--- src/rtl/out_port_uart_tx.sv ---
// out_port_uart_tx: FIFO-buffered 8N1 UART transmitter fed by an output-port write strobe.
// Define UART_TX_PARITY_EN to insert an even-parity bit between the data bits and the stop bit.
module out_port_uart_tx #(
    parameter int DATA_BITS    = 8,
    parameter int CLKS_PER_BIT = 868,
    parameter int FIFO_DEPTH   = 4
) (
    input  logic                 clk,
    input  logic                 reset,
    input  logic                 wr_en,
    input  logic [DATA_BITS-1:0] wr_data,
    output logic                 tx,
    output logic                 busy,
    output logic                 fifo_full,
    output logic                 overflow
);
    localparam int BW = $clog2(CLKS_PER_BIT);
    localparam int NW = $clog2(DATA_BITS);
    localparam int PW = $clog2(FIFO_DEPTH);
    localparam int CW = PW + 1;
    localparam logic [BW-1:0] BAUD_LAST = BW'(CLKS_PER_BIT - 1);
    localparam logic [NW-1:0] BIT_LAST  = NW'(DATA_BITS - 1);
    localparam logic [CW-1:0] DEPTH     = CW'(FIFO_DEPTH);

    typedef enum logic [2:0] {S_IDLE, S_START, S_DATA, S_PARITY, S_STOP} state_t;
`ifdef UART_TX_PARITY_EN
    localparam state_t AFTER_DATA = S_PARITY;
`else
    localparam state_t AFTER_DATA = S_STOP;
`endif

    state_t                 r_state, w_next;
    logic [BW-1:0]          r_baud;
    logic [NW-1:0]          r_bit, w_bit_next;
    logic [DATA_BITS-1:0]   r_data;
    logic [DATA_BITS-1:0]   r_mem [FIFO_DEPTH];
    logic [PW-1:0]          r_wptr, r_rptr;
    logic [CW-1:0]          r_count, w_count_next;
    logic                   r_tx, r_busy, r_full, r_overflow;
    logic                   w_tick, w_push, w_pop, w_tx_next, w_busy_next;

    // A pop never frees room for a write in the same cycle: full is judged on the old count.
    assign w_tick       = r_baud == BAUD_LAST;
    assign w_push       = wr_en && (r_count != DEPTH);
    assign w_count_next = r_count + CW'(w_push) - CW'(w_pop);

    always_ff @(posedge clk) begin
        if (reset)
            r_state <= S_IDLE;
        else
            r_state <= w_next;
    end

    always_comb begin
        w_next = r_state;
        case (r_state)
            S_IDLE:   w_next = (r_count != '0) ? S_START : S_IDLE;
            S_START:  w_next = w_tick ? S_DATA : S_START;
            S_DATA:   w_next = (w_tick && r_bit == BIT_LAST) ? AFTER_DATA : S_DATA;
            S_PARITY: w_next = w_tick ? S_STOP : S_PARITY;
            S_STOP:   w_next = w_tick ? ((r_count != '0) ? S_START : S_IDLE) : S_STOP;
            default:  w_next = S_IDLE;
        endcase
    end

    // Stop-bit end pops straight into the next start bit so queued frames run back to back.
    always_comb begin
        w_pop       = (r_state == S_IDLE || (r_state == S_STOP && w_tick)) && (r_count != '0);
        w_bit_next  = (r_state == S_START) ? '0 :
                      (r_state == S_DATA && w_tick) ? r_bit + NW'(1) : r_bit;
        w_tx_next   = (w_next == S_START)  ? 1'b0 :
                      (w_next == S_DATA)   ? r_data[w_bit_next] :
                      (w_next == S_PARITY) ? ^r_data : 1'b1;
        w_busy_next = (w_next != S_IDLE) || (w_count_next != '0);
    end

    always_ff @(posedge clk) begin
        if (reset) begin
            r_baud     <= '0;
            r_bit      <= '0;
            r_data     <= '0;
            r_wptr     <= '0;
            r_rptr     <= '0;
            r_count    <= '0;
            r_tx       <= 1'b1;
            r_busy     <= 1'b0;
            r_full     <= 1'b0;
            r_overflow <= 1'b0;
        end else begin
            r_baud     <= (r_state == S_IDLE || w_tick) ? '0 : r_baud + BW'(1);
            r_bit      <= w_bit_next;
            if (w_pop) begin
                r_data <= r_mem[r_rptr];
                r_rptr <= r_rptr + PW'(1);
            end
            if (w_push)
                r_wptr <= r_wptr + PW'(1);
            r_count    <= w_count_next;
            r_full     <= w_count_next == DEPTH;
            r_overflow <= r_overflow | (wr_en & ~w_push);
            r_tx       <= w_tx_next;
            r_busy     <= w_busy_next;
        end
    end

    always_ff @(posedge clk) begin
        if (w_push)
            r_mem[r_wptr] <= wr_data;
    end

    assign tx        = r_tx;
    assign busy      = r_busy;
    assign fifo_full = r_full;
    assign overflow  = r_overflow;
endmodule

--- config.mk ---
export PLATFORM = sky130hd
export DESIGN_NAME = out_port_uart_tx
export DESIGN_NICKNAME = d
export VERILOG_FILES = /design/src/rtl/out_port_uart_tx.sv
export SDC_FILE = /design/constraint.sdc
export NUM_CORES = 1
export LEC_CHECK = 0
export ABC_AREA = 1
export BUFFER_PORTS_ARGS = -buffer_cell sky130_fd_sc_hd__buf_2
export CAP_MARGIN = 10
export CORE_MARGIN = 10
export CORE_UTILIZATION = 29
export CTS_CLUSTER_DIAMETER = 40
export DETAILED_ROUTE_END_ITERATION = 8
export PLACE_DENSITY_LB_ADDON = 0.2
export SYNTH_ARGS = -nofsm -noshare
export SYNTH_HDL_FRONTEND = slang
export SYNTH_SLANG_ARGS = --single-unit
--- constraint.sdc ---
create_clock -name clk -period 2.3 [get_ports clk]
set_input_delay 0 -clock clk [delete_from_list [all_inputs] [get_ports clk]]
set_output_delay 0 -clock clk [all_outputs]
set_load 0.005 [all_outputs]
# Word level (Yosys, flattened, before mapping)
# Memory sizes are Yosys's and may differ from the RTL's. A register that Yosys moved wholly into a read port is not among the register bits.
# Cells that the tools add are included.
# Widths: inputs -> output; s select.
[totals] reg_bits=27 mem_bits_rw=32 inputBits=11 out_inout_bits=4 wordCells=61 mem_count=1
[classes] add_sub_neg=6 magnitude_cmp=1 n_eq_ne=11 muxes=15 bitwise_logic=3 n_reduce_logical=14
[memory_table] name="r_mem" depth=4 width=8 rd=1 rd_clocked_by_memory_dff=1 write_ports=1 line="36" rtl="logic [DATA_BITS-1:0] r_mem [FIFO_DEPTH];"
[op_table] operator="$mux 3" count=5
[op_table] operator="$pmux 3 s5" count=1
[op_table] operator="$eq 3x2->1 const B" count=4
[op_table] operator="$add 10x1->10 const B" count=1
[op_table] operator="$eq 10x10->1 const B" count=1
[op_table] operator="$eq 3x3->1 const B" count=3
[op_table] operator="$reduce_bool 3->1" count=3
[op_table] operator="$reduce_xor 8->1" count=1
[op_table] operator="$mux 1" count=7
[op_table] operator="$eq 3x1->1 const B" count=2
[op_table] operator="$logic_and 1x1->1" count=5
[op_table] operator="$add 2x1->2 const B" count=2
[op_table] operator="$lt 3x4->1 const B" count=1
[op_table] operator="$add 3x1->3" count=1
[op_table] operator="$add 3x1->3 const B" count=1
[op_table] operator="$bmux 1 s3" count=1
[op_table] operator="$logic_not 3->1" count=1
[op_table] operator="$logic_or 1x1->1" count=3
[op_table] operator="$ne 3x3->1 const B" count=1
[op_table] operator="$sub 3x1->3" count=1
[op_table] operator="$mux 2" count=1
[op_table] operator="$reduce_or 2->1" count=1
[op_table] operator="$and 1x1->1" count=1
[op_table] operator="$not 1->1" count=1
[op_table] operator="$or 1x1->1" count=1

# Depth between registers and ports, before layout
# Gate-level depths: netlist (run 1).
[logic_depth] ltp_word=8 depth_mapped=16 ltp_nobuf=14

# Worst setup path after synthesis (run 1)
# No wires, ideal clock.
[synth_timing] path_kind="reg-to-reg" startpoint="reg r_baud[0]" endpoint="reg r_busy, in the netlist busy" setup_time_ps=145 arrival_time_ps=2384 required_time_ps=2155 slack_ps=-229 path_stages_with_launch=17 n_path_buf=2 synth_period_minus_slack_ps=2529 cell_sequence="dfxtp_1 ha_1 nand2_2 nor2_4 nand2_4 nand2_1 and2_4 buf_8 buf_6 ha_1 inv_1 ha_1 fa_1 inv_1 nand2_1 nor2_1 a41oi_1"
[synth_between] elab_chain_cells=7 word_cells_on_any_way=14 classes_between="1 x add/sub; 1 x eq/ne; 5 x mux; 7 x reduce/logical"
[synth_lines] item="start, declared" line="33" rtl="logic [BW-1:0] r_baud;"
[synth_lines] item="start signal, assigned" line="90" rtl="r_baud <= (r_state == S_IDLE || w_tick) ? '0 : r_baud + BW'(1);"
[synth_lines] item="$eq 10x10->1" line="43" rtl="assign w_tick = r_baud == BAUD_LAST;"
[synth_lines] item="$logic_and 1x1->1" line="68" rtl="w_pop = (r_state == S_IDLE || (r_state == S_STOP && w_tick)) && (r_count != '0);"
[synth_lines] item="$logic_or 1x1->1" line="68"
[synth_lines] item="$logic_and 1x1->1" line="68"
[synth_lines] item="named net w_pop" line="40" rtl="logic w_tick, w_push, w_pop, w_tx_next, w_busy_next;"
[synth_lines] item="$sub 3x1->3" line="45" rtl="assign w_count_next = r_count + CW'(w_push) - CW'(w_pop);"
[synth_lines] item="named net w_count_next[1]" line="38" rtl="logic [CW-1:0] r_count, w_count_next;"
[synth_lines] item="$reduce_bool 3->1" line="74" rtl="w_busy_next = (w_next != S_IDLE) || (w_count_next != '0);"
[synth_lines] item="$logic_or 1x1->1" line="74"
[synth_lines] item="end signal, assigned" line="102" rtl="r_busy <= w_busy_next;"
[synth_lines] item="end, declared" line="39" rtl="logic r_tx, r_busy, r_full, r_overflow;"
# The timed path passes the listed nets, and every way through them passes these cells.
# A chain may end at the register's enable or synchronous reset.

# Final worst setup path (run 1)
[layout_timing] startpoint="reg r_baud[0]" endpoint="reg r_busy, in the netlist busy"
[layout_between] elab_chain_cells=7 word_cells_on_any_way=14 classes_between="1 x add/sub; 1 x eq/ne; 5 x mux; 7 x reduce/logical"
[layout_lines] item="$eq 10x10->1" line="43"
[layout_lines] item="$logic_and 1x1->1" line="68"
[layout_lines] item="$logic_or 1x1->1" line="68"
[layout_lines] item="$logic_and 1x1->1" line="68"
[layout_lines] item="$sub 3x1->3" line="45"
[layout_lines] item="named net w_count_next[1]" line="38"
[layout_lines] item="$reduce_bool 3->1" line="74"
[layout_lines] item="$logic_or 1x1->1" line="74"
# The timed path passes the listed nets, and every way through them passes these cells.

==> impl_results.html, run 1 <==
<table>
<tr><th>Metric</th><th>Value</th></tr>
<tr><th colspan="2">Global routing</th></tr>
<tr><td>Via count of the first global-routing pass</td><td>between 2000 and 2500</td></tr>
<tr><td>Remaining global-route overflow</td><td>0</td></tr>
<tr><td>Number of antenna violations at the first check in global routing</td><td>0</td></tr>
<tr><td>Pin count of the biggest net entering global routing</td><td>20</td></tr>
<tr><td>GRT Total Usage</td><td>8.47%</td></tr>
<tr><td>Global-route wire length before repair</td><td>roughly 10000 um</td></tr>
<tr><th colspan="2">STA</th></tr>
<tr><td>Shortest period the worst path allows</td><td>2.20 ns</td></tr>
<tr><td>Setup repair after global routing missed its margin</td><td>no</td></tr>
<tr><td>Worst Max-Slew Pin Slew</td><td>0.559 ns</td></tr>
<tr><td>Headroom to the max-slew limit</td><td>between 60 and 70%</td></tr>
<tr><td>Worst setup margin</td><td>roughly 0.10 ns</td></tr>
<tr><td>Final Hold Violating Endpoints</td><td>0</td></tr>
<tr><td>Maximum achievable frequency</td><td>~0.46 GHz</td></tr>
<tr><td>Final count of negative-setup-slack endpoints</td><td>0</td></tr>
<tr><td>Final Max Tran Viols</td><td>0</td></tr>
<tr><td>Final worst-path cycle share</td><td>95.5%</td></tr>
<tr><td>Largest clock skew in the final design</td><td>around 0.010 ns</td></tr>
<tr><th colspan="2">CTS</th></tr>
<tr><td>Clock root cell</td><td>sky130_fd_sc_hd__clkbuf_8</td></tr>
<tr><td>Number of CTS-inserted buffers</td><td>9</td></tr>
<tr><td>Clock transition time at the flip-flop clock pins of the worst setup and hold paths</td><td>around 0.08 ns</td></tr>
<tr><td>Source-to-sink clock delay at the later pin of the worst-skew pair</td><td>0.34 ns</td></tr>
<tr><td>Clock tree from TritonCTS</td><td>built</td></tr>
<tr><td>Maximum number of buffers from clock root to sink</td><td>2</td></tr>
<tr><td>Sink count of the clock tree</td><td>67</td></tr>
<tr><td>Count of H-tree levels built during CTS</td><td>3</td></tr>
<tr><th colspan="2">Layout</th></tr>
<tr><td>Ratio of cells with drive above 1 in the final layout</td><td>a little over a fifth</td></tr>
<tr><td>Post-layout instance count excluding filler cells</td><td>just over 500</td></tr>
<tr><td>Final layout net count</td><td>approximately 380</td></tr>
<tr><td>Utilization after layout</td><td>approximately 36%</td></tr>
<tr><td>Area delta synth-&gt;final</td><td>20.9%</td></tr>
<tr><td>Highest-count cells in the layout ignoring fill and taps</td><td>sky130_fd_sc_hd__nor2_1, sky130_fd_sc_hd__inv_1, sky130_fd_sc_hd__dfxtp_1, sky130_fd_sc_hd__edfxtp_1, sky130_fd_sc_hd__o21ai_0</td></tr>
<tr><td>Antenna diodes</td><td>0</td></tr>
<tr><td>Leading cell type in the layout, fill and taps excluded</td><td>sky130_fd_sc_hd__nor2_1</td></tr>
<tr><th colspan="2">Synthesis</th></tr>
<tr><td>Warning count from the yosys run</td><td>0</td></tr>
<tr><td>Yosys reg bits</td><td>67</td></tr>
<tr><td>Distinct cells, synth</td><td>37</td></tr>
<tr><td>Sequential area share after synthesis</td><td>between 50% and 60%</td></tr>
<tr><td>Area of the mapped netlist</td><td>approximately 3000 um^2</td></tr>
<tr><td>Fraction of synthesized cell area taken by the top area cell type</td><td>31.9%</td></tr>
<tr><td>Biggest area consumer among synthesized cells</td><td>sky130_fd_sc_hd__edfxtp_1</td></tr>
<tr><td>Mapped Cells</td><td>322</td></tr>
<tr><td>Synthesized area per cell</td><td>between 9 and 10 um^2</td></tr>
<tr><td>Area contributors post-synth</td><td>sky130_fd_sc_hd__edfxtp_1, sky130_fd_sc_hd__dfxtp_1, sky130_fd_sc_hd__nor2_1, sky130_fd_sc_hd__inv_1, sky130_fd_sc_hd__o21ai_0</td></tr>
<tr><td>Net count after synthesis</td><td>between 300 and 400</td></tr>
<tr><th colspan="2">Floorplan</th></tr>
<tr><td>Number of placement rows</td><td>37</td></tr>
<tr><td>Top-level port count</td><td>15</td></tr>
<tr><td>Area of the placeable core</td><td>between 10000 and 15000 um^2</td></tr>
<tr><td>Starting Density</td><td>between 20% and 30%</td></tr>
<tr><td>Die outline area</td><td>14900 um^2</td></tr>
<tr><td>Die Y</td><td>122 um</td></tr>
<tr><td>Width of the die</td><td>122 um</td></tr>
<tr><th colspan="2">Route</th></tr>
<tr><td>Remaining number of nets flagged by the antenna check after routing</td><td>0</td></tr>
<tr><td>Total number of vias</td><td>2162</td></tr>
<tr><td>Total length of routed wires</td><td>5910 um</td></tr>
<tr><td>Wire length on met2</td><td>between 2000 and 3000 um</td></tr>
<tr><td>Top sig layer</td><td>met4</td></tr>
<tr><td>Average vias per placed instance</td><td>~4.3</td></tr>
<tr><td>Routed wl met3</td><td>around 230 um</td></tr>
<tr><td>Detailed-router iteration count before antenna repair</td><td>4</td></tr>
<tr><td>Post-detailed-route wirelength per cell</td><td>about 12 um</td></tr>
<tr><td>DRC Markers</td><td>0</td></tr>
<tr><td>Number of design-rule violations left by the first detailed-router iteration</td><td>96</td></tr>
<tr><td>Routed length on met1</td><td>2970 um</td></tr>
<tr><th colspan="2">Outcome</th></tr>
<tr><td>Outcome</td><td>finished, final reports clean</td></tr>
<tr><th colspan="2">Power and ir drop</th></tr>
<tr><td>Ratio of total power to cell area</td><td>around 1000 nW/um^2</td></tr>
<tr><td>Design internal power</td><td>2.41 mW</td></tr>
<tr><td>Fraction of power consumed by sequential logic</td><td>between 40% and 50%</td></tr>
<tr><td>Comb pwr share</td><td>35.1%</td></tr>
<tr><td>Largest vdd supply drop</td><td>0.453 mV</td></tr>
<tr><td>Leakage power</td><td>approximately 1.4 nW</td></tr>
<tr><td>Sw Pwr</td><td>between 1 and 1.5 mW</td></tr>
<tr><td>Clock share of power</td><td>around a quarter</td></tr>
<tr><td>Sw Share</td><td>a little over a third</td></tr>
<tr><th colspan="2">Worst setup path</th></tr>
<tr><td>Register-to-register path setup slack</td><td>slightly above 0.1 ns</td></tr>
<tr><td>Worst Setup Start Kind</td><td>register</td></tr>
<tr><td>Worst-path maximum fanout</td><td>2</td></tr>
<tr><td>Critical path class</td><td>register to register</td></tr>
<tr><td>Arrival time at the worst endpoint</td><td>between 2 and 2.5 ns</td></tr>
<tr><td>Required time of the worst setup path</td><td>about 2.6 ns</td></tr>
<tr><td>Number of cells on the worst reg-to-reg path</td><td>14</td></tr>
<tr><td>Endpoint class of the critical path</td><td>register</td></tr>
<tr><th colspan="2">Place</th></tr>
<tr><td>Pre-CTS WS</td><td>0.104 ns</td></tr>
<tr><td>DP Cell Count</td><td>475</td></tr>
<tr><td>Number of input and output port buffers inserted</td><td>14</td></tr>
<tr><td>RePlAce Congestion</td><td>0.770</td></tr>
<tr><td>Detailed placement HPWL</td><td>4050 um</td></tr>
<tr><th colspan="2">Flow run</th></tr>
<tr><td>Number of maximum-capacitance constraint violations</td><td>0</td></tr>
<tr><th colspan="2">Min path</th></tr>
<tr><td>Worst hold path type</td><td>input port to register</td></tr>
<tr><td>Hold Path Depth</td><td>2</td></tr>
</table>
-- metal layers --
layer | track usage, % | vias to the layer above
li1 | - | 1141
met1 | 10.6 | 990
met2 | 13.0 | 25
met3 | 3.38 | 6
met4 | 2.68 | 0
met5 | 0 | -
-- repair_timing --
action,CTS,global route
endpoints found under the setup margin,0,2
endpoints found under the hold margin,34,0
hold buffers,10,0
setup buffers,0,3
resized for setup,0,4
-- per-stage QoR --
stage / power, mW / setup TNS, ns / hold WS (ns) / cell area (um^2)
floorplan: 2.63 / -0.150 / 0.0724 / 3060
global placement: 2.91 / 0 / 0.215 / 3330
detailed placement: 2.91 / 0 / 0.223 / 3330
CTS: 3.83 / 0 / 0.382 / 3610
global route: 4.08 / 0 / 0.386 / 3640
finish: 3.80 / 0 / 0.402 / 3640
-- cell families after synthesis --
logic type               Yosys count  synth area share [%]
AND/OR/NAND/NOR                  128                  20.2
flip-flops                        67                  55.2
AO/OA/AOI/OAI                     54                  9.85
buffers and inverters             53                  7.44
XOR/XNOR                          10                  2.91
adder cells (fa/ha/maj)           10                  4.41
-- cells in the mapped netlist (all sizes together) --
| cell | n |
|---|---|
| edfxtp | 32 |
| o21ai | 35 |
| xor2 | 4 |
| ha | 9 |
| nand3 | 18 |
| nor3b | 1 |
| o211ai | 1 |
| buf | 5 |
| clkinv | 1 |
| nor3 | 6 |
| inv | 44 |
| nand2 | 32 |
| nand4 | 4 |
| a31oi | 10 |
| clkbuf | 3 |
| a41oi | 1 |
| dfxtp | 35 |
| and2 | 1 |
| fa | 1 |
| xnor2 | 6 |
| nor2 | 66 |
| a21oi | 7 |
-- power groups by stage --
stage,clock (mW),combinational (mW),sequential [mW]
floorplan,0,1.03,1.59
global placement,0,1.30,1.61
detailed placement,0,1.31,1.61
CTS,0.921,1.33,1.58
global route,0.980,1.50,1.61
finish,0.888,1.33,1.58
-- layout make-up --
cell class / instances / area, um^2
Inverter: 45 / 173
Clock buffer: 10 / 128
Multi-Input combinational cell: 202 / 1180
Fill cell: 1042 / 6590
Tap cell: 136 / 170
Timing Repair Buffer: 38 / 275
Sequential cell: 67 / 1670
Clock inverter: 6 / 50.0
-- sequential cells by signal, summed over array words and instances (netlist names), 2 cells and up --
register,cells
r_data,8
r_wptr,2
r_baud,10
r_bit,3
r_count,3
r_mem,32
r_state,3
r_rptr,2
-- path summary, 6_finish.rpt --
kind                                      startpoint                     to
worst max-delay path            r_baud[0]$_SDFF_PP0_        busy$_SDFF_PP0_
worst min-delay path                      wr_data[7]  r_mem[3][7]$_DFFE_PP_
worst max register to register  r_baud[0]$_SDFF_PP0_        busy$_SDFF_PP0_
worst min register to register   overflow$_SDFF_PP0_    overflow$_SDFF_PP0_
-- critical path: stages, from the launching register on --
cell	delay [ns]
sky130_fd_sc_hd__dfxtp_4	0.35
sky130_fd_sc_hd__ha_4	0.16
sky130_fd_sc_hd__nand2_4	0.06
sky130_fd_sc_hd__nor2_4	0.04
sky130_fd_sc_hd__nand2_4	0.05
sky130_fd_sc_hd__nand2_1	0.05
sky130_fd_sc_hd__and2_4	0.15
sky130_fd_sc_hd__ha_4	0.25
sky130_fd_sc_hd__inv_2	0.04
sky130_fd_sc_hd__ha_4	0.14
sky130_fd_sc_hd__fa_2	0.52
sky130_fd_sc_hd__inv_2	0.04
sky130_fd_sc_hd__nand2_2	0.05
sky130_fd_sc_hd__nor2_1	0.04
sky130_fd_sc_hd__a41oi_1	0.19
Power figures use the tool's default switching activity.
==> run 2, diff against run 1 <==
- ABC_AREA: 1 -> default
==> run 2 against run 1 <==
Effect of this change:
- the run now ends with setup timing left
- clock skew is 0.0011 ns higher
- maximum frequency decreased by 12%
- largest cell class unchanged
- total power up 0.13%
- utilization up 2.4 points
- register-to-register slack got worse by 0.30 ns
==> impl_results.html, run 2 <==
<table>
<tr><th>Metric</th><th>Value</th></tr>
<tr><th colspan="2">Outcome</th></tr>
<tr><td>Outcome</td><td>complete, but fails checks</td></tr>
<tr><td>Violated checks</td><td>setup timing</td></tr>
<tr><th colspan="2">Place</th></tr>
<tr><td>Detailed placement HPWL</td><td>3670 um (-9.4%)</td></tr>
<tr><td>DP Cell Count</td><td>399 (-16%)</td></tr>
<tr><td>Post-DP Area</td><td>3400 um^2 (+2.1%)</td></tr>
<tr><td>RePlAce Congestion</td><td>0.744 (-3.3%)</td></tr>
<tr><td>Number of input and output port buffers inserted</td><td>14 (unchanged)</td></tr>
<tr><th colspan="2">Global routing</th></tr>
<tr><td>Met2 track demand over resource in global routing</td><td>12.7% (-0.30 points)</td></tr>
<tr><td>Global-route wire length before repair</td><td>9460 um (-6.4%)</td></tr>
<tr><td>Via count of the first global-routing pass</td><td>1942 (-8.4%)</td></tr>
<tr><td>Global routing's busiest layer</td><td>met2</td></tr>
<tr><td>Remaining global-route overflow</td><td>0 (unchanged)</td></tr>
<tr><td>GRT met1 Usage</td><td>9.70% (-0.94 points)</td></tr>
<tr><td>Number of antenna violations at the first check in global routing</td><td>0 (unchanged)</td></tr>
<tr><td>Met3 demand-to-capacity share in global routing</td><td>3.21% (-0.17 points)</td></tr>
<tr><td>Pin count of the biggest net entering global routing</td><td>27 (+35%)</td></tr>
<tr><td>GRT Total Usage</td><td>8.32% (-0.15 points)</td></tr>
<tr><th colspan="2">Min path</th></tr>
<tr><td>Worst hold path type</td><td>input port to register</td></tr>
<tr><td>Hold Path Depth</td><td>2 (unchanged)</td></tr>
<tr><td>Destination of the worst hold path</td><td>r_count[2]$_SDFF_PP0_</td></tr>
<tr><td>Startpoint of the tightest hold check path</td><td>reset</td></tr>
<tr><th colspan="2">CTS</th></tr>
<tr><td>Source-to-sink clock delay at the later pin of the worst-skew pair</td><td>0.36 ns (+0.02 ns)</td></tr>
<tr><td>Count of H-tree levels built during CTS</td><td>3 (unchanged)</td></tr>
<tr><td>Maximum number of buffers from clock root to sink</td><td>2 (unchanged)</td></tr>
<tr><td>Clock root cell</td><td>sky130_fd_sc_hd__clkbuf_8</td></tr>
<tr><td>Number of CTS-inserted buffers</td><td>9 (unchanged)</td></tr>
<tr><td>Clock transition time at the flip-flop clock pins of the worst setup and hold paths</td><td>0.08 ns (about the same)</td></tr>
<tr><td>Sink count of the clock tree</td><td>67 (unchanged)</td></tr>
<tr><td>Clock tree from TritonCTS</td><td>built</td></tr>
<tr><th colspan="2">Route</th></tr>
<tr><td>Total number of vias</td><td>1842 (-15%)</td></tr>
<tr><td>Detailed-router iteration count before antenna repair</td><td>4 (unchanged)</td></tr>
<tr><td>Average vias per placed instance</td><td>4.32 (+0.80%)</td></tr>
<tr><td>Number of design-rule violations left by the first detailed-router iteration</td><td>56 (-42%)</td></tr>
<tr><td>Total length of routed wires</td><td>5350 um (-9.5%)</td></tr>
<tr><td>Remaining number of nets flagged by the antenna check after routing</td><td>0 (unchanged)</td></tr>
<tr><td>DRC Markers</td><td>0 (unchanged)</td></tr>
<tr><td>Post-detailed-route wirelength per cell</td><td>12.5 um (+7.1%)</td></tr>
<tr><th colspan="2">Layout</th></tr>
<tr><td>Highest-count cells in the layout ignoring fill and taps</td><td>sky130_fd_sc_hd__nor2_1, sky130_fd_sc_hd__dfxtp_1, sky130_fd_sc_hd__edfxtp_1</td></tr>
<tr><td>Flip-flop count of the largest register after layout</td><td>32 (unchanged)</td></tr>
<tr><td>Largest registers ranked by flip-flop count</td><td>r_mem x32, r_baud x10, r_data x8</td></tr>
<tr><td>Leading cell type in the layout, fill and taps excluded</td><td>sky130_fd_sc_hd__nor2_1</td></tr>
<tr><td>Most flop-heavy register</td><td>r_mem</td></tr>
<tr><td>Ratio of cells with drive above 1 in the final layout</td><td>31.1% (+9.9 points)</td></tr>
<tr><td>Final layout net count</td><td>309 (-20%)</td></tr>
<tr><td>Area delta synth-&gt;final</td><td>27.6%</td></tr>
<tr><td>Final instance area</td><td>3730 um^2 (+2.5%)</td></tr>
<tr><td>Post-layout instance count excluding filler cells</td><td>426 (-15%)</td></tr>
<tr><td>Antenna diodes</td><td>0 (unchanged)</td></tr>
<tr><th colspan="2">Floorplan</th></tr>
<tr><td>Starting Density</td><td>29.8% (+0.37 points)</td></tr>
<tr><td>Die outline area</td><td>14500 um^2 (-2.4%)</td></tr>
<tr><td>Area of the placeable core</td><td>9820 um^2 (-4.0%)</td></tr>
<tr><td>Number of placement rows</td><td>36 (-2.7%)</td></tr>
<tr><td>Width of the die</td><td>120 um (-1.2%)</td></tr>
<tr><td>Die Y</td><td>120 um (-1.2%)</td></tr>
<tr><td>Top-level port count</td><td>15 (unchanged)</td></tr>
<tr><th colspan="2">Synthesis</th></tr>
<tr><td>Distinct cells, synth</td><td>48 (+30%)</td></tr>
<tr><td>Synthesized area per cell</td><td>12.6 um^2 (+35%)</td></tr>
<tr><td>Area of the mapped netlist</td><td>2930 um^2 (-2.8%)</td></tr>
<tr><td>Fraction of the mapped netlist area in simple logic gates</td><td>14.2% (-6.0 points)</td></tr>
<tr><td>Post-synthesis compound-gate area fraction</td><td>4.45% (-5.4 points)</td></tr>
<tr><td>Area contributors post-synth</td><td>sky130_fd_sc_hd__edfxtp_1, sky130_fd_sc_hd__dfxtp_1, sky130_fd_sc_hd__mux4_2, sky130_fd_sc_hd__nor2_1, sky130_fd_sc_hd__mux2i_1</td></tr>
<tr><td>Asr flop ratio synth</td><td>0% (unchanged)</td></tr>
<tr><td>XOR/XNOR Fraction of Synth Area</td><td>5.99% (+3.1 points)</td></tr>
<tr><td>Combinational family with the most area after synthesis</td><td>simple AND/OR/NAND/NOR gates</td></tr>
<tr><td>Sequential area share after synthesis</td><td>56.8% (+1.6 points)</td></tr>
<tr><td>Warning count from the yosys run</td><td>0 (unchanged)</td></tr>
<tr><td>Fraction of synthesized area in multiplexers</td><td>11.5% (+12 points)</td></tr>
<tr><td>Mapped Cells</td><td>232 (-28%)</td></tr>
<tr><td>Predominant post-synthesis flop cell</td><td>sky130_fd_sc_hd__dfxtp_1</td></tr>
<tr><td>Yosys reg bits</td><td>67 (unchanged)</td></tr>
<tr><td>Fraction of synthesized cell area taken by the top area cell type</td><td>32.8% (+0.93 points)</td></tr>
<tr><td>Biggest area consumer among synthesized cells</td><td>sky130_fd_sc_hd__edfxtp_1</td></tr>
<tr><td>Net count after synthesis</td><td>253 (-26%)</td></tr>
<tr><td>Number of enable-type register cells in the synthesized netlist</td><td>32 (unchanged)</td></tr>
<tr><td>Top-count cell post-synth</td><td>sky130_fd_sc_hd__dfxtp_1</td></tr>
<tr><td>Top cells by count, synth</td><td>sky130_fd_sc_hd__dfxtp_1, sky130_fd_sc_hd__nor2_1, sky130_fd_sc_hd__edfxtp_1</td></tr>
<tr><td>Synth Area in Adders</td><td>4.53% (+0.13 points)</td></tr>
<tr><th colspan="2">Worst setup path</th></tr>
<tr><td>Most used cell, CP</td><td>sky130_fd_sc_hd__ha_4</td></tr>
<tr><td>Worst-path maximum fanout</td><td>3 (+1)</td></tr>
<tr><td>Launch point of the worst reg-to-reg path</td><td>r_baud[1]$_SDFF_PP0_</td></tr>
<tr><td>Max stage delay cell, worst path</td><td>sky130_fd_sc_hd__or4_4</td></tr>
<tr><td>Register-to-register path setup slack</td><td>-0.19 ns (-0.30 ns)</td></tr>
<tr><td>Ordered cell list for the critical path</td><td>ha_4, nand2b_4, or4_4, a21oi_4, ha_4, inv_2, ha_4, fa_2, xnor2_2, xnor2_2, nor4_1</td></tr>
<tr><td>Critical path class</td><td>register to register</td></tr>
<tr><td>Required time of the worst setup path</td><td>2.57 ns (about the same)</td></tr>
<tr><td>Number of cells on the worst reg-to-reg path</td><td>11 (-3)</td></tr>
<tr><td>Longest individual stage delay on the worst path</td><td>0.54 ns (+0.02 ns)</td></tr>
<tr><td>Arrival time at the worst endpoint</td><td>2.76 ns (+0.29 ns)</td></tr>
<tr><td>Endpoint class of the critical path</td><td>register</td></tr>
<tr><td>Crit Reg-Reg Endpoint</td><td>fifo_full$_SDFF_PP0_</td></tr>
<tr><td>Worst Setup Start Kind</td><td>register</td></tr>
<tr><th colspan="2">STA</th></tr>
<tr><td>Worst Max-Slew Pin Slew</td><td>0.498 ns (-0.0612 ns)</td></tr>
<tr><td>Final Max Tran Viols</td><td>0 (unchanged)</td></tr>
<tr><td>Final worst-path cycle share</td><td>108% (+13 points)</td></tr>
<tr><td>Shortest period the worst path allows</td><td>2.49 ns (+0.297 ns)</td></tr>
<tr><td>Headroom to the max-slew limit</td><td>66.8% (+4.1 points)</td></tr>
<tr><td>Final Hold Violating Endpoints</td><td>0 (unchanged)</td></tr>
<tr><td>Largest clock skew in the final design</td><td>0.0116 ns (+0.00114 ns)</td></tr>
<tr><td>Maximum achievable frequency</td><td>0.401 GHz (-12%)</td></tr>
<tr><td>Worst setup margin</td><td>-0.193 ns (-0.297 ns)</td></tr>
<tr><td>Setup repair after global routing missed its margin</td><td>yes</td></tr>
<tr><td>Final count of negative-setup-slack endpoints</td><td>5 (+5)</td></tr>
<tr><th colspan="2">Power and ir drop</th></tr>
<tr><td>Ratio of total power to cell area</td><td>1020 nW/um^2 (-2.3%)</td></tr>
<tr><td>Leakage power</td><td>1.41 nW (-1.9%)</td></tr>
<tr><td>Largest vdd supply drop</td><td>0.493 mV (+8.8%)</td></tr>
<tr><th colspan="2">Flow run</th></tr>
<tr><td>Number of maximum-capacitance constraint violations</td><td>0 (unchanged)</td></tr>
</table>
run 2: cell count changes after synthesis, sizes merged, moves of 7 or more:
cell   before  now
a31oi      10    3
inv        44    8
mux2i       0   12
mux4        0    8
nand2      32    9
nand3      18    4
nor2       66   34
o21ai      35    3
run 2: report_power, final:
part	internal, mW	leakage [nW]	switching (mW)
clock	0.505	0.0939	0.495
combinational	0.672	0.732	0.577
sequential	1.44	0.580	0.118
total	2.62	1.41	1.19
run 2: worst max-delay path by stage:
stage                               from                   end  slack (ns)  cells after the start
floorplan           r_baud[1]$_SDFF_PP0_       busy$_SDFF_PP0_       -0.43                     13
global placement    r_baud[1]$_SDFF_PP0_       busy$_SDFF_PP0_       -0.29                     11
detailed placement  r_baud[1]$_SDFF_PP0_       busy$_SDFF_PP0_       -0.32                     11
CTS                 r_baud[1]$_SDFF_PP0_  fifo_full$_SDFF_PP0_       -0.20                     11
global route        r_baud[1]$_SDFF_PP0_         tx$_SDFF_PP1_       -0.32                      8
finish              r_baud[1]$_SDFF_PP0_  fifo_full$_SDFF_PP0_       -0.19                     11
run 2: area by class of cell:
class | count | area (um^2)
clock buffers | 9 | 124
clock inverters | 7 | 75.1
fillers | 997 | 6090
inverters | 8 | 30.0
multi-input cells | 148 | 1280
flip-flops and latches | 67 | 1660
well taps | 133 | 166
repair buffers | 54 | 393
run 2: timing repair:
item	CTS	global route
gates resized for setup	2	3
setup buffers	2	0
hold buffers	9	0
endpoints found under the hold margin	33	0
pin swaps	5	0
setup endpoints to repair	5	6
run 2: routing by layer:
metal,share of wire [%],routed length (um)
met1,48,2590
met2,46,2450
met4,2.2,116
met3,3.6,190
met5,0,0
run 2: critical path: cells and delay by family (launching register included):
family                     cells  cell delay, ns
buffers and inverters          1            0.03
DFF                            1            0.35
AOI/OAI and AO/OA              1            0.19
adders and majority gates      4            0.78
and+or+nand+nor                3            0.74
xor gates and xnor gates       2            0.29
run 2: per-stage QoR:
step / utilization, % / hold slack [ns] / worst slack (ns) / setup TNS [ns] / total power, mW
3_3_place_gp: 34.6 / 0.215 / -0.290 / -1.09 / 2.82
4_1_cts: 37.9 / 0.0822 / -0.202 / -0.873 / 3.86
2_1_floorplan: - / 0.0989 / -0.433 / -1.71 / 2.52
5_1_grt: 38.0 / 0.115 / -0.321 / -1.44 / 4.08
3_5_place_dp: 34.6 / 0.224 / -0.323 / -1.21 / 2.82
6_report: 38.0 / 0.0877 / -0.193 / -0.816 / 3.81
run 2: cell families (layout without fill, tap and decap cells):
logic type / after synthesis / in the layout
and+or+nand+nor: 76 / 76
DFF: 67 / 67
muxes: 23 / 23
xor gates and xnor gates: 20 / 20
AOI/OAI and AO/OA: 19 / 19
buffers and inverters: 17 / 78
adders and majority gates: 10 / 10
==> run 3, diff against run 2 <==
- CORE_UTILIZATION: 29 -> 35
==> run 3 against run 2 <==
Effect of this change:
- the run still ends with setup timing left
- combinational power hardly changed
- sequential power is essentially flat
- register-to-register slack got worse by 0.03 ns
- non-clock buffer count grew 2
- clock power barely moved
- first-iteration DRC count shrank 52%
- total power grew 0.28%
- clock skew shrank 0.0042 ns
- hold slack gained 0.024 ns
- count of clock-buffer cells in the layout is the same
- die area fell by 14%
- largest power group unchanged
==> impl_results.html, run 3 (synthesis gave the netlist of run 2 again) <==
<table>
<tr><th>Metric</th><th>Value</th></tr>
<tr><th colspan="2">Route</th></tr>
<tr><td>Number of design-rule violations left by the first detailed-router iteration</td><td>27 (-52%)</td></tr>
<tr><td>Average vias per placed instance</td><td>4.67 (+8.1%)</td></tr>
<tr><td>Post-detailed-route wirelength per cell</td><td>13.1 um (+4.0%)</td></tr>
<tr><td>Total number of vias</td><td>1869 (+1.5%)</td></tr>
<tr><td>Total length of routed wires</td><td>5220 um (-2.3%)</td></tr>
<tr><td>DRC Markers</td><td>0 (unchanged)</td></tr>
<tr><td>Remaining number of nets flagged by the antenna check after routing</td><td>0 (unchanged)</td></tr>
<tr><td>Detailed-router iteration count before antenna repair</td><td>4 (unchanged)</td></tr>
<tr><th colspan="2">Place</th></tr>
<tr><td>Post-DP Area</td><td>3370 um^2 (-0.81%)</td></tr>
<tr><td>Detailed placement HPWL</td><td>3570 um (-3.0%)</td></tr>
<tr><td>Number of input and output port buffers inserted</td><td>14 (unchanged)</td></tr>
<tr><td>RePlAce Congestion</td><td>0.775 (+4.2%)</td></tr>
<tr><th colspan="2">Layout</th></tr>
<tr><td>Most flop-heavy register</td><td>r_mem</td></tr>
<tr><td>Largest registers ranked by flip-flop count</td><td>r_mem x32, r_baud x10, r_data x8</td></tr>
<tr><td>Antenna diodes</td><td>0 (unchanged)</td></tr>
<tr><td>Leading cell type in the layout, fill and taps excluded</td><td>sky130_fd_sc_hd__nor2_1</td></tr>
<tr><td>Multi-input combinational cell area</td><td>1280 um^2 (about the same)</td></tr>
<tr><td>Flip-flop count of the largest register after layout</td><td>32 (unchanged)</td></tr>
<tr><td>Utilization after layout</td><td>45.4% (+7.4 points)</td></tr>
<tr><td>Final instance area</td><td>3710 um^2 (-0.50%)</td></tr>
<tr><td>Area delta synth-&gt;final</td><td>26.9%</td></tr>
<tr><td>Highest-count cells in the layout ignoring fill and taps</td><td>sky130_fd_sc_hd__nor2_1, sky130_fd_sc_hd__dfxtp_1, sky130_fd_sc_hd__buf_4</td></tr>
<tr><td>Final layout net count</td><td>311 (+0.65%)</td></tr>
<tr><td>Storage cell area</td><td>1660 um^2 (unchanged)</td></tr>
<tr><td>Ratio of cells with drive above 1 in the final layout</td><td>31.9% (+0.81 points)</td></tr>
<tr><td>Filler cell count</td><td>762 (-24%)</td></tr>
<tr><th colspan="2">STA</th></tr>
<tr><td>Shortest period the worst path allows</td><td>2.52 ns (+0.0276 ns)</td></tr>
<tr><td>Final Hold Violating Endpoints</td><td>0 (unchanged)</td></tr>
<tr><td>Final Max Tran Viols</td><td>0 (unchanged)</td></tr>
<tr><td>Headroom to the max-slew limit</td><td>65.6% (-1.2 points)</td></tr>
<tr><td>Largest clock skew in the final design</td><td>0.00743 ns (-0.00416 ns)</td></tr>
<tr><td>Maximum achievable frequency</td><td>0.397 GHz (-1.1%)</td></tr>
<tr><td>Final count of negative-setup-slack endpoints</td><td>5 (unchanged)</td></tr>
<tr><td>Worst Max-Slew Pin Slew</td><td>0.515 ns (+0.0173 ns)</td></tr>
<tr><td>Worst setup margin</td><td>-0.221 ns (-0.0276 ns)</td></tr>
<tr><td>Worst hold slack across all endpoints</td><td>0.111 ns (+0.0238 ns)</td></tr>
<tr><td>Setup repair after global routing missed its margin</td><td>yes</td></tr>
<tr><td>Final worst-path cycle share</td><td>110% (+1.2 points)</td></tr>
<tr><th colspan="2">Global routing</th></tr>
<tr><td>Number of antenna violations at the first check in global routing</td><td>0 (unchanged)</td></tr>
<tr><td>Via count of the first global-routing pass</td><td>1899 (-2.2%)</td></tr>
<tr><td>Pin count of the biggest net entering global routing</td><td>27 (unchanged)</td></tr>
<tr><td>Global-route wire length before repair</td><td>9250 um (-2.2%)</td></tr>
<tr><td>Remaining global-route overflow</td><td>0 (unchanged)</td></tr>
<tr><td>GRT Total Usage</td><td>9.08% (+0.76 points)</td></tr>
<tr><th colspan="2">CTS</th></tr>
<tr><td>Source-to-sink clock delay at the later pin of the worst-skew pair</td><td>0.34 ns (-0.02 ns)</td></tr>
<tr><td>Clock transition time at the flip-flop clock pins of the worst setup and hold paths</td><td>0.08 ns (about the same)</td></tr>
<tr><td>Maximum number of buffers from clock root to sink</td><td>2 (unchanged)</td></tr>
<tr><td>Sink count of the clock tree</td><td>67 (unchanged)</td></tr>
<tr><td>Count of H-tree levels built during CTS</td><td>3 (unchanged)</td></tr>
<tr><td>Number of CTS-inserted buffers</td><td>9 (unchanged)</td></tr>
<tr><td>Clock tree from TritonCTS</td><td>built</td></tr>
<tr><td>Clock root cell</td><td>sky130_fd_sc_hd__clkbuf_8</td></tr>
<tr><th colspan="2">Floorplan</th></tr>
<tr><td>Number of placement rows</td><td>33 (-8.3%)</td></tr>
<tr><td>Width of the die</td><td>111 um (-7.5%)</td></tr>
<tr><td>Area of the placeable core</td><td>8180 um^2 (-17%)</td></tr>
<tr><td>Die Y</td><td>111 um (-7.5%)</td></tr>
<tr><td>Die outline area</td><td>12400 um^2 (-14%)</td></tr>
<tr><td>Starting Density</td><td>35.8% (+6.0 points)</td></tr>
<tr><td>Top-level port count</td><td>15 (unchanged)</td></tr>
<tr><th colspan="2">Worst setup path</th></tr>
<tr><td>Worst Setup Start Kind</td><td>register</td></tr>
<tr><td>Launch point of the worst reg-to-reg path</td><td>r_baud[1]$_SDFF_PP0_</td></tr>
<tr><td>Critical path class</td><td>register to register</td></tr>
<tr><td>Origin of the worst setup path</td><td>r_baud[1]$_SDFF_PP0_</td></tr>
<tr><td>Endpoint class of the critical path</td><td>register</td></tr>
<tr><td>Required time of the worst setup path</td><td>2.51 ns (-0.06 ns)</td></tr>
<tr><td>Worst-path maximum fanout</td><td>3 (unchanged)</td></tr>
<tr><td>Arrival time at the worst endpoint</td><td>2.73 ns (-0.03 ns)</td></tr>
<tr><th colspan="2">Power and ir drop</th></tr>
<tr><td>Leakage power</td><td>1.43 nW (+1.5%)</td></tr>
<tr><td>Ratio of total power to cell area</td><td>1030 nW/um^2 (+0.78%)</td></tr>
<tr><td>Largest vdd supply drop</td><td>0.534 mV (+8.4%)</td></tr>
<tr><td>Tot Pwr</td><td>3.82 mW (+0.28%)</td></tr>
<tr><th colspan="2">Min path</th></tr>
<tr><td>Startpoint of the tightest hold check path</td><td>reset</td></tr>
<tr><td>Worst hold path type</td><td>input port to register</td></tr>
<tr><th colspan="2">Flow run</th></tr>
<tr><td>Number of maximum-capacitance constraint violations</td><td>0 (unchanged)</td></tr>
<tr><th colspan="2">Outcome</th></tr>
<tr><td>Violated checks</td><td>setup timing</td></tr>
<tr><td>Outcome</td><td>complete, but fails checks</td></tr>
</table>
[run 3: metrics by stage]
| step | TNS [ns] | std cells | setup slack, ns |
|---|---|---|---|
| final | -0.823 | 400 | -0.221 |
| after global routing | -1.27 | 400 | -0.295 |
| after CTS | -0.753 | 400 | -0.184 |
| after detailed placement | -1.13 | 372 | -0.303 |
| after global placement | -1.04 | 372 | -0.282 |
| after floorplan | -1.71 | 232 | -0.433 |
[run 3: worst max-delay path, cell delays in order, from the launching register on]
cell and delay, ns:
sky130_fd_sc_hd__dfxtp_2 0.35, sky130_fd_sc_hd__ha_4 0.14, sky130_fd_sc_hd__nand2b_1 0.07, sky130_fd_sc_hd__or4_4 0.54, sky130_fd_sc_hd__a21oi_4 0.17, sky130_fd_sc_hd__ha_4 0.14, sky130_fd_sc_hd__inv_2 0.03, sky130_fd_sc_hd__ha_4 0.14
sky130_fd_sc_hd__fa_2 0.34, sky130_fd_sc_hd__xnor2_2 0.15, sky130_fd_sc_hd__xnor2_2 0.20, sky130_fd_sc_hd__a31oi_1 0.11
[run 3: repair_timing]
item | 4_1_cts | 5_1_grt
endpoints found under the hold margin | 33 | 0
buffers inserted | 3 | 0
endpoints found under the setup margin | 5 | 6
hold buffers | 9 | 0
resized for setup | 3 | 2
pin swaps | 2 | 0
[run 3: final timing paths]
path         cells after the start  slack [ns]             endpoint
max                             11       -0.22      busy$_SDFF_PP0_
min                              2        0.11  overflow$_SDFF_PP0_
max reg2reg                     11       -0.22      busy$_SDFF_PP0_
min reg2reg                      2        0.47  overflow$_SDFF_PP0_
[run 3: layer usage]
metal / global-route usage, % / vias up / wire length (um)
met5: 0 / - / 0
met4: 4.11 / 0 / 78
li1: - / 947 / -
met2: 15.2 / 22 / 2610
met3: 3.27 / 7 / 167
met1: 10.1 / 893 / 2360
[run 3: layout make-up]
| class | count | area share (%) |
|---|---|---|
| clock buffers | 9 | 3.34 |
| clock inverters | 7 | 2.09 |
| inverters | 8 | 0.809 |
| multi-input cells | 148 | 34.4 |
| flip-flops and latches | 67 | 44.8 |
| well taps | 105 | 3.54 |
| repair buffers | 56 | 11.0 |
[run 3: report_power, final]
group / internal [mW] / switching, mW / leakage (nW)
Sequential: 1.44 / 0.129 / 0.580
Clock: 0.507 / 0.471 / 0.0998
Combinational: 0.688 / 0.582 / 0.747
Total: 2.64 / 1.18 / 1.43
